===== src/rtl/ifm_fifo_ctrl_pkg.sv =====
// Shared types and widths for the two-bank IFM FIFO controller.
package ifm_fifo_ctrl_pkg;

  localparam int TILE_LEN_W        = 13;
  localparam int NUM_TILES_W       = 16;
  localparam int REUSE_W           = 8;
  localparam int DEFAULT_FIFO_SIZE = 4608;

  typedef enum logic [2:0] {
    W_IDLE,
    W_CLR,
    W_FILL,
    W_WAIT,
    W_DONE
  } wr_state_t;

  typedef enum logic [2:0] {
    R_IDLE,
    R_WAIT,
    R_CLR,
    R_READ,
    R_DONE
  } rd_state_t;

  // A zero-length tile is treated as one word; no tile may exceed a bank.
  function automatic logic [TILE_LEN_W-1:0] clamp_tile_len(
    input logic [TILE_LEN_W-1:0] len,
    input logic [TILE_LEN_W-1:0] max_len
  );
    logic [TILE_LEN_W-1:0] v;
    v = (len == '0) ? TILE_LEN_W'(1) : len;
    if (v > max_len) v = max_len;
    return v;
  endfunction

endpackage


===== src/rtl/ifm_bank_flags.sv =====
// Full flags for the two IFM banks: the writer sets a flag when a tile is
// complete, the reader clears it once all reuse passes are finished.
module ifm_bank_flags (
  input  logic       clk,
  input  logic       rst,
  input  logic       i_flush,
  input  logic [1:0] i_set,
  input  logic [1:0] i_clr,
  output logic [1:0] o_full
);

  genvar gi;
  generate
    for (gi = 0; gi < 2; gi++) begin : g_flag
      logic r_full;

      // Per-bank flag; a clear (or job flush) wins over a set.
      always_ff @(posedge clk or posedge rst) begin
        if (rst) begin
          r_full <= 1'b0;
        end else if (i_flush || i_clr[gi]) begin
          r_full <= 1'b0;
        end else if (i_set[gi]) begin
          r_full <= 1'b1;
        end
      end

      // The writer only finishes an empty bank and the reader only releases a
      // full one, so both hitting the same flag at once indicates a bug.
      always_ff @(posedge clk) begin
        if (!rst) assert (!(i_set[gi] && i_clr[gi]));
      end

      assign o_full[gi] = r_full;
    end
  endgenerate

endmodule


===== src/rtl/ifm_fifo_ctrl.sv =====
// Ping-pong controller for a two-bank IFM FIFO: a writer FSM fills one bank
// while a reader FSM replays the other bank reuse_cnt times.
module ifm_fifo_ctrl
  import ifm_fifo_ctrl_pkg::*;
#(
  parameter int DATA_WIDTH        = 16,
  parameter int MAX_WGT_FIFO_SIZE = DEFAULT_FIFO_SIZE
) (
  input  logic                   clk,
  input  logic                   rst,
  input  logic                   start,
  input  logic [TILE_LEN_W-1:0]  tile_len,
  input  logic [NUM_TILES_W-1:0] num_tiles,
  input  logic [REUSE_W-1:0]     reuse_cnt,
  input  logic                   in_valid,
  output logic                   in_ready,
  input  logic                   rd_req,
  output logic                   out_valid,
  output logic                   rd_clr_1,
  output logic                   wr_clr_1,
  output logic                   rd_en_1,
  output logic                   wr_en_1,
  output logic                   rd_clr_2,
  output logic                   wr_clr_2,
  output logic                   rd_en_2,
  output logic                   wr_en_2,
  output logic                   ifm_demux,
  output logic                   ifm_mux,
  output logic                   busy,
  output logic                   done
);

  localparam logic [TILE_LEN_W-1:0] LP_MAX_LEN =
    (MAX_WGT_FIFO_SIZE >= (1 << TILE_LEN_W)) ? '1 : TILE_LEN_W'(MAX_WGT_FIFO_SIZE);

  generate
    if (DATA_WIDTH < 1 || MAX_WGT_FIFO_SIZE < 1) begin : g_bad_param
      $error("ifm_fifo_ctrl: DATA_WIDTH and MAX_WGT_FIFO_SIZE must be positive");
    end
  endgenerate

  // Latched job configuration and job status.
  logic [TILE_LEN_W-1:0]  r_tile_len;
  logic [NUM_TILES_W-1:0] r_num_tiles;
  logic [REUSE_W-1:0]     r_reuse;
  logic                   r_busy;

  // Writer side.
  wr_state_t              r_wr_state, w_wr_state_next;
  logic                   r_demux;
  logic [TILE_LEN_W-1:0]  r_wr_cnt;
  logic [NUM_TILES_W-1:0] r_tiles_written;
  logic                   w_wr_clr, w_in_ready, w_wr_accept, w_wr_last;

  // Reader side.
  rd_state_t              r_rd_state, w_rd_state_next;
  logic                   r_mux;
  logic [TILE_LEN_W-1:0]  r_rd_cnt;
  logic [REUSE_W-1:0]     r_pass;
  logic [NUM_TILES_W-1:0] r_tiles_read;
  logic                   w_rd_clr, w_rd_en, w_rd_pass_done, w_rd_tile_done;
  logic                   r_out_valid;

  logic                   w_start_ok, w_done;
  logic [1:0]             w_full, w_full_set, w_full_clr;

  assign w_start_ok = start && !r_busy;
  assign w_done     = r_busy && (r_wr_state == W_DONE) && (r_rd_state == R_DONE);

  ifm_bank_flags u_flags (
    .clk     (clk),
    .rst     (rst),
    .i_flush (w_start_ok),
    .i_set   (w_full_set),
    .i_clr   (w_full_clr),
    .o_full  (w_full)
  );

  // Config latch on an accepted start; busy spans start+1 through done.
  always_ff @(posedge clk or posedge rst) begin
    if (rst) begin
      r_tile_len  <= '0;
      r_num_tiles <= '0;
      r_reuse     <= '0;
      r_busy      <= 1'b0;
    end else begin
      if (w_start_ok) begin
        r_tile_len  <= clamp_tile_len(tile_len, LP_MAX_LEN);
        r_num_tiles <= num_tiles;
        r_reuse     <= (reuse_cnt == '0) ? REUSE_W'(1) : reuse_cnt;
      end
      if (w_start_ok) r_busy <= 1'b1;
      else if (w_done) r_busy <= 1'b0;
    end
  end

  // Writer next-state: clear bank, fill tile_len words, then move on.
  always_comb begin
    w_wr_state_next = r_wr_state;
    w_wr_clr        = 1'b0;
    w_in_ready      = 1'b0;
    w_wr_last       = 1'b0;
    w_full_set      = 2'b00;
    case (r_wr_state)
      W_IDLE: if (w_start_ok) w_wr_state_next = (num_tiles == '0) ? W_DONE : W_CLR;
      W_CLR: begin
        w_wr_clr        = 1'b1;
        w_wr_state_next = W_FILL;
      end
      W_FILL: begin
        w_in_ready = 1'b1;
        if (in_valid && (r_wr_cnt == r_tile_len - TILE_LEN_W'(1))) begin
          w_wr_last           = 1'b1;
          w_full_set[r_demux] = 1'b1;
          if (r_tiles_written == r_num_tiles - NUM_TILES_W'(1)) w_wr_state_next = W_DONE;
          else if (w_full[~r_demux])                             w_wr_state_next = W_WAIT;
          else                                                   w_wr_state_next = W_CLR;
        end
      end
      W_WAIT: if (!w_full[r_demux]) w_wr_state_next = W_CLR;
      W_DONE: if (w_done) w_wr_state_next = W_IDLE;
      default: w_wr_state_next = W_IDLE;
    endcase
  end

  assign w_wr_accept = w_in_ready && in_valid;

  // Writer state, word counter, bank select and tile count.
  always_ff @(posedge clk or posedge rst) begin
    if (rst) begin
      r_wr_state      <= W_IDLE;
      r_demux         <= 1'b0;
      r_wr_cnt        <= '0;
      r_tiles_written <= '0;
    end else begin
      r_wr_state <= w_wr_state_next;
      if (r_wr_state == W_CLR) r_wr_cnt <= '0;
      else if (w_wr_accept)   r_wr_cnt <= r_wr_cnt + 1'b1;
      if (w_start_ok) begin
        r_demux         <= 1'b0;
        r_tiles_written <= '0;
      end else if (w_wr_last) begin
        r_demux         <= ~r_demux;
        r_tiles_written <= r_tiles_written + 1'b1;
      end
    end
  end

  // Reader next-state: wait for a full bank, rewind, replay reuse passes.
  always_comb begin
    w_rd_state_next = r_rd_state;
    w_rd_clr        = 1'b0;
    w_rd_en         = 1'b0;
    w_rd_pass_done  = 1'b0;
    w_rd_tile_done  = 1'b0;
    w_full_clr      = 2'b00;
    case (r_rd_state)
      R_IDLE: if (w_start_ok) w_rd_state_next = (num_tiles == '0) ? R_DONE : R_WAIT;
      R_WAIT: if (w_full[r_mux]) w_rd_state_next = R_CLR;
      R_CLR: begin
        w_rd_clr        = 1'b1;
        w_rd_state_next = R_READ;
      end
      R_READ: begin
        w_rd_en = rd_req;
        if (rd_req && (r_rd_cnt == r_tile_len - TILE_LEN_W'(1))) begin
          w_rd_pass_done = 1'b1;
          if (r_pass == r_reuse - REUSE_W'(1)) begin
            w_rd_tile_done    = 1'b1;
            w_full_clr[r_mux] = 1'b1;
            if (r_tiles_read == r_num_tiles - NUM_TILES_W'(1)) w_rd_state_next = R_DONE;
            else                                                w_rd_state_next = R_WAIT;
          end else begin
            w_rd_state_next = R_CLR;
          end
        end
      end
      R_DONE: if (w_done) w_rd_state_next = R_IDLE;
      default: w_rd_state_next = R_IDLE;
    endcase
  end

  // Reader state, word/pass counters, bank select and tile count.
  always_ff @(posedge clk or posedge rst) begin
    if (rst) begin
      r_rd_state   <= R_IDLE;
      r_mux        <= 1'b0;
      r_rd_cnt     <= '0;
      r_pass       <= '0;
      r_tiles_read <= '0;
    end else begin
      r_rd_state <= w_rd_state_next;
      if (r_rd_state == R_CLR) r_rd_cnt <= '0;
      else if (w_rd_en)        r_rd_cnt <= r_rd_cnt + 1'b1;
      if (w_start_ok || w_rd_tile_done) r_pass <= '0;
      else if (w_rd_pass_done)          r_pass <= r_pass + 1'b1;
      if (w_start_ok) begin
        r_mux        <= 1'b0;
        r_tiles_read <= '0;
      end else if (w_rd_tile_done) begin
        r_mux        <= ~r_mux;
        r_tiles_read <= r_tiles_read + 1'b1;
      end
    end
  end

  // Bank read data appears one cycle after the read enable.
  always_ff @(posedge clk or posedge rst) begin
    if (rst) r_out_valid <= 1'b0;
    else     r_out_valid <= w_rd_en;
  end

  // Writing and reading the same bank together would corrupt the tile.
  always_ff @(posedge clk) begin
    if (!rst) assert (!((wr_en_1 && rd_en_1) || (wr_en_2 && rd_en_2)));
  end

  assign in_ready  = w_in_ready;
  assign wr_clr_1  = w_wr_clr && !r_demux;
  assign wr_clr_2  = w_wr_clr &&  r_demux;
  assign wr_en_1   = w_wr_accept && !r_demux;
  assign wr_en_2   = w_wr_accept &&  r_demux;
  assign rd_clr_1  = w_rd_clr && !r_mux;
  assign rd_clr_2  = w_rd_clr &&  r_mux;
  assign rd_en_1   = w_rd_en && !r_mux;
  assign rd_en_2   = w_rd_en &&  r_mux;
  assign ifm_demux = r_demux;
  assign ifm_mux   = r_mux;
  assign out_valid = r_out_valid;
  assign busy      = r_busy;
  assign done      = w_done;

endmodule


===== config.mk =====
export PLATFORM = sky130hd
export DESIGN_NAME = ifm_fifo_ctrl
export DESIGN_NICKNAME = d
export VERILOG_FILES = /design/src/rtl/ifm_fifo_ctrl_pkg.sv /design/src/rtl/ifm_bank_flags.sv /design/src/rtl/ifm_fifo_ctrl.sv
export SDC_FILE = /design/constraint.sdc
export NUM_CORES = 1
export LEC_CHECK = 0
export BUFFER_PORTS_ARGS = -buffer_cell sky130_fd_sc_hd__buf_2
export CORE_MARGIN = 5
export CORE_UTILIZATION = 35
export DETAILED_ROUTE_END_ITERATION = 12
export GPL_ROUTABILITY_DRIVEN = 0
export HOLD_SLACK_MARGIN = 0.15
export PLACE_DENSITY = 0.52
export SLEW_MARGIN = 20
export SYNTH_ARGS = -nofsm -noshare
export SYNTH_HDL_FRONTEND = slang
export SYNTH_HIERARCHICAL = 1
export SYNTH_SLANG_ARGS = --single-unit

===== constraint.sdc =====
create_clock -name clk -period 4.4 [get_ports clk]
set_input_delay 0.44 -clock clk [delete_from_list [all_inputs] [get_ports clk]]
set_output_delay 0.44 -clock clk [all_outputs]
set_load 0.01 [all_outputs]

==> impl_metrics.toml <==
[timing]
clock_skew_ns = 0.0124
setup_slack_ns = 0.766
max_slew.worst_pin.slew_ns = 0.894
min_period_ns = 3.63
rsz0062_at_grt = "false"
slew_violations = 0
setup_viol = 0
max_freq_mhz = 275
fin_tns_setup_ns = 0
hold_viol = 0
maxSlewHeadroom_pct = 39.9
period_share_pct = 82.6

[cts]
cts_setup_buffers = 0
clkLatencyLatePin_ns = 0.43
cts_buffer_depth = 2
cts_buffers = 17
clock_sinks = 115
cts_tree = "done"
cts_resized = 0
ctsHoldBuffers = 1
clkSlewWorstSetupHoldPaths_ns = 0.07
clock-root-buffer = "clkbuf_16"
htree_levels = 4

[outcome]
status = "finished, final reports clean"

[logic_synthesis]
synth_top_cell_by_area = "dfrtp_1"
synth-simple-area-share_pct = 30.4
yosysTopAreaCellShare_pct = 35.9
synth_compound_area_share_pct = 14.6
synthCells = 976
synth_top_cells_by_area = "dfrtp_1 36%, nand2_1 6.9%, xnor2_1 5.9%, xor2_1 4.3%, nor2_1 3.6%"
async_flop_share_pct = 100
synthXorXnorAreaFrac_pct = 11.3
synthesis.nets = 1026
yosys_most_used_dff = "dfrtp_1"
yosys_warnings = 6
synth-seq-area-share_pct = 35.9
synth_fa_ha_area_share_pct = 1.25
syn-cell-area_mm2 = 0.00802
synth-edff-count = 0
synth.area.mux_share_pct = 1.75
synth_top_family_by_area = "simple AND/OR/NAND/NOR gates"
synth_area_per_cell_um2 = 8.21
ys_seq_elements = 115
synth_cell_types = 71

[worst_setup_path]
crit_fanout = 10
worstSetupPathType = "reg -> reg"
cp_data_required_time_ns = 4.74
crit_arrival_ns = 3.98
end_kind = "register"
cp-start-kind = "register"

[power_and_ir_drop]
cellLeakagePower_nw = 3.92
comb_power_share_pct = 21.9
pwr-share-seq_pct = 38.9
pwr-share-clk_pct = 39.2
sw_frac_of_total_pct = 34.2
power_switching_mw = 1.24
irDropWorstVdd_mv = 0.197
power_density_mw_per_mm2 = 399
intPower_mw = 2.38

[floorplanning]
rows = 55
io_pins = 56
die_h_um = 161
core_area_mm2 = 0.0226
start_util_pct = 35.5
die_w_um = 161
dieArea_mm2 = 0.0260

[finish]
postLayoutCoreUtil_pct = 40.1
nets = 1043
instances_no_fill = 1291
drive_above_1_share_pct = 12.2
fin_area_mm2 = 0.00906
area_growth_pct = 13.0
n_antenna_cell = 0

[grt]
grt_pass1_vias = 6883
grt_max_degree = 72
grt_pass1_wl_um = 37600
grt_usage_pct = 17.8
gr-total-overflow = 0
antenna_found_initial = 0

[drt]
viasPerCell = 5.58
drc_errors = 0
ant_nets = 0
num_vias = 7199
drt-pass1-iter-count = 5
wl_um = 22700
dr.first_iter.drc_count = 551
wire_per_inst_um = 17.6

[flow_run]
drv_cap = 0

[place]
dpl.cell_count = 1258
hpwl_um = 16300
io_buffers = 55
dp_slack_ns = 0.792
place_area_mm2 = 0.00846

[hold_path]
hp-class = "in -> reg"
## cell usage after synthesis, types with 21 or more instances
cell      number
or4_1         21
nand3_1       44
dfrtp_1      115
inv_1         26
a21oi_1       40
nand2_1      148
and3_1        26
nor3_1        27
or3_1         21
o21ai_0       38
nand4_1       23
clkbuf_1      53
xor2_1        39
nor2_1        77
xnor2_1       54
## area by class of cell
| class | instances | area (um2) |
|---|---|---|
| Multi-Input combinational cell | 766 | 4770 |
| Inverter | 27 | 104 |
| Sequential cell | 115 | 2880 |
| Clock buffer | 18 | 439 |
| Fill cell | 2302 | 13500 |
| Clock inverter | 14 | 155 |
| Timing Repair Buffer | 66 | 360 |
| Tap cell | 285 | 357 |
## logic make-up (layout without fill, tap and decap cells)
group	after synthesis	count (layout)
fa+ha+maj	8	8
simple gates	471	471
buf+inv	95	125
xor+xnor	97	97
flops	115	115
mux	14	14
compound gates	176	176
## registers in the layout, summed over array words and instances (netlist names), 3 cells and up
| register | count |
|---|---|
| r_num_tiles | 16 |
| r_tiles_read | 16 |
| r_tiles_written | 16 |
| r_rd_cnt | 13 |
| r_tile_len | 13 |
| r_wr_cnt | 13 |
| r_pass | 8 |
| r_reuse | 8 |
| r_rd_state | 3 |
| r_wr_state | 3 |
## placed cells by master, fill, tap and decap left out, types with 14 or more instances in the layout
| master | synthesis | final |
|---|---|---|
| a31oi_1 | 16 | 16 |
| nor3_1 | 27 | 27 |
| a21oi_1 | 40 | 40 |
| buf_2 | 7 | 55 |
| nand4_1 | 23 | 23 |
| inv_1 | 26 | 25 |
| or4_1 | 21 | 21 |
| nand3_1 | 44 | 44 |
| clkbuf_16 | 0 | 17 |
| xor2_1 | 39 | 39 |
| mux2i_1 | 14 | 14 |
| dfrtp_1 | 115 | 115 |
| and3_1 | 26 | 26 |
| xnor2_1 | 54 | 54 |
| nand2_1 | 148 | 148 |
| or3_1 | 21 | 21 |
| o21ai_0 | 38 | 38 |
| nor4_1 | 20 | 19 |
| nor2_1 | 77 | 77 |
## power groups by stage
stage / sequential [mW] / clock (mW) / combinational, mW
5_1_grt: 1.44 / 1.50 / 0.898
6_report: 1.41 / 1.42 / 0.791
3_3_place_gp: 1.42 / 0 / 0.790
4_1_cts: 1.41 / 1.45 / 0.797
2_1_floorplan: 1.27 / 0 / 0.721
3_5_place_dp: 1.42 / 0 / 0.793
## worst max-delay path, cell delays in order (launching register included)
cell	delay (ns)
dfrtp_1	0.47
inv_1	0.12
ha_1	0.36
nor4b_2	0.41
nand4b_1	0.18
xor2_1	0.18
or4_4	0.55
or4_1	0.61
or4_1	0.52
a21oi_1	0.15
## per-stage QoR
step	hold slack [ns]	power, mW
final	0.214	3.62
after global routing	0.208	3.83
after CTS	0.196	3.65
after detailed placement	0.342	2.22
after global placement	0.340	2.22
after floorplan	0.181	1.99
## metal layers
metal / GRT usage [%] / vias to the layer above / wire length [um]
met2: 27.8 / 150 / 10300
met5: 0 / - / 0
met1: 25.5 / 3481 / 11200
met4: 4.54 / 0 / 297
li1: - / 3548 / -
met3: 3.19 / 20 / 916
## path summary, 6_finish.rpt
kind                                           startpoint                                   end  slack [ns]  depth (start not counted)
worst max-delay path            r_tile_len[0]$_DFFE_PP0P_           r_tiles_read[7]$_DFFE_PP0N_        0.77                          9
worst min-delay path                         num_tiles[6]            r_num_tiles[6]$_DFFE_PP0P_        0.21                          3
worst max register to register  r_tile_len[0]$_DFFE_PP0P_           r_tiles_read[7]$_DFFE_PP0N_        0.77                          9
worst min register to register     r_reuse[7]$_DFFE_PP0P_                r_reuse[7]$_DFFE_PP0P_        0.49                          2
max in group asynchronous                             rst           r_num_tiles[13]$_DFFE_PP0P_        2.80                          4
min in group asynchronous                             rst  u_flags/g_flag[0].r_full$_DFFE_PP0P_        0.47                          3
Note: power is estimated with default switching activity, not from simulation.
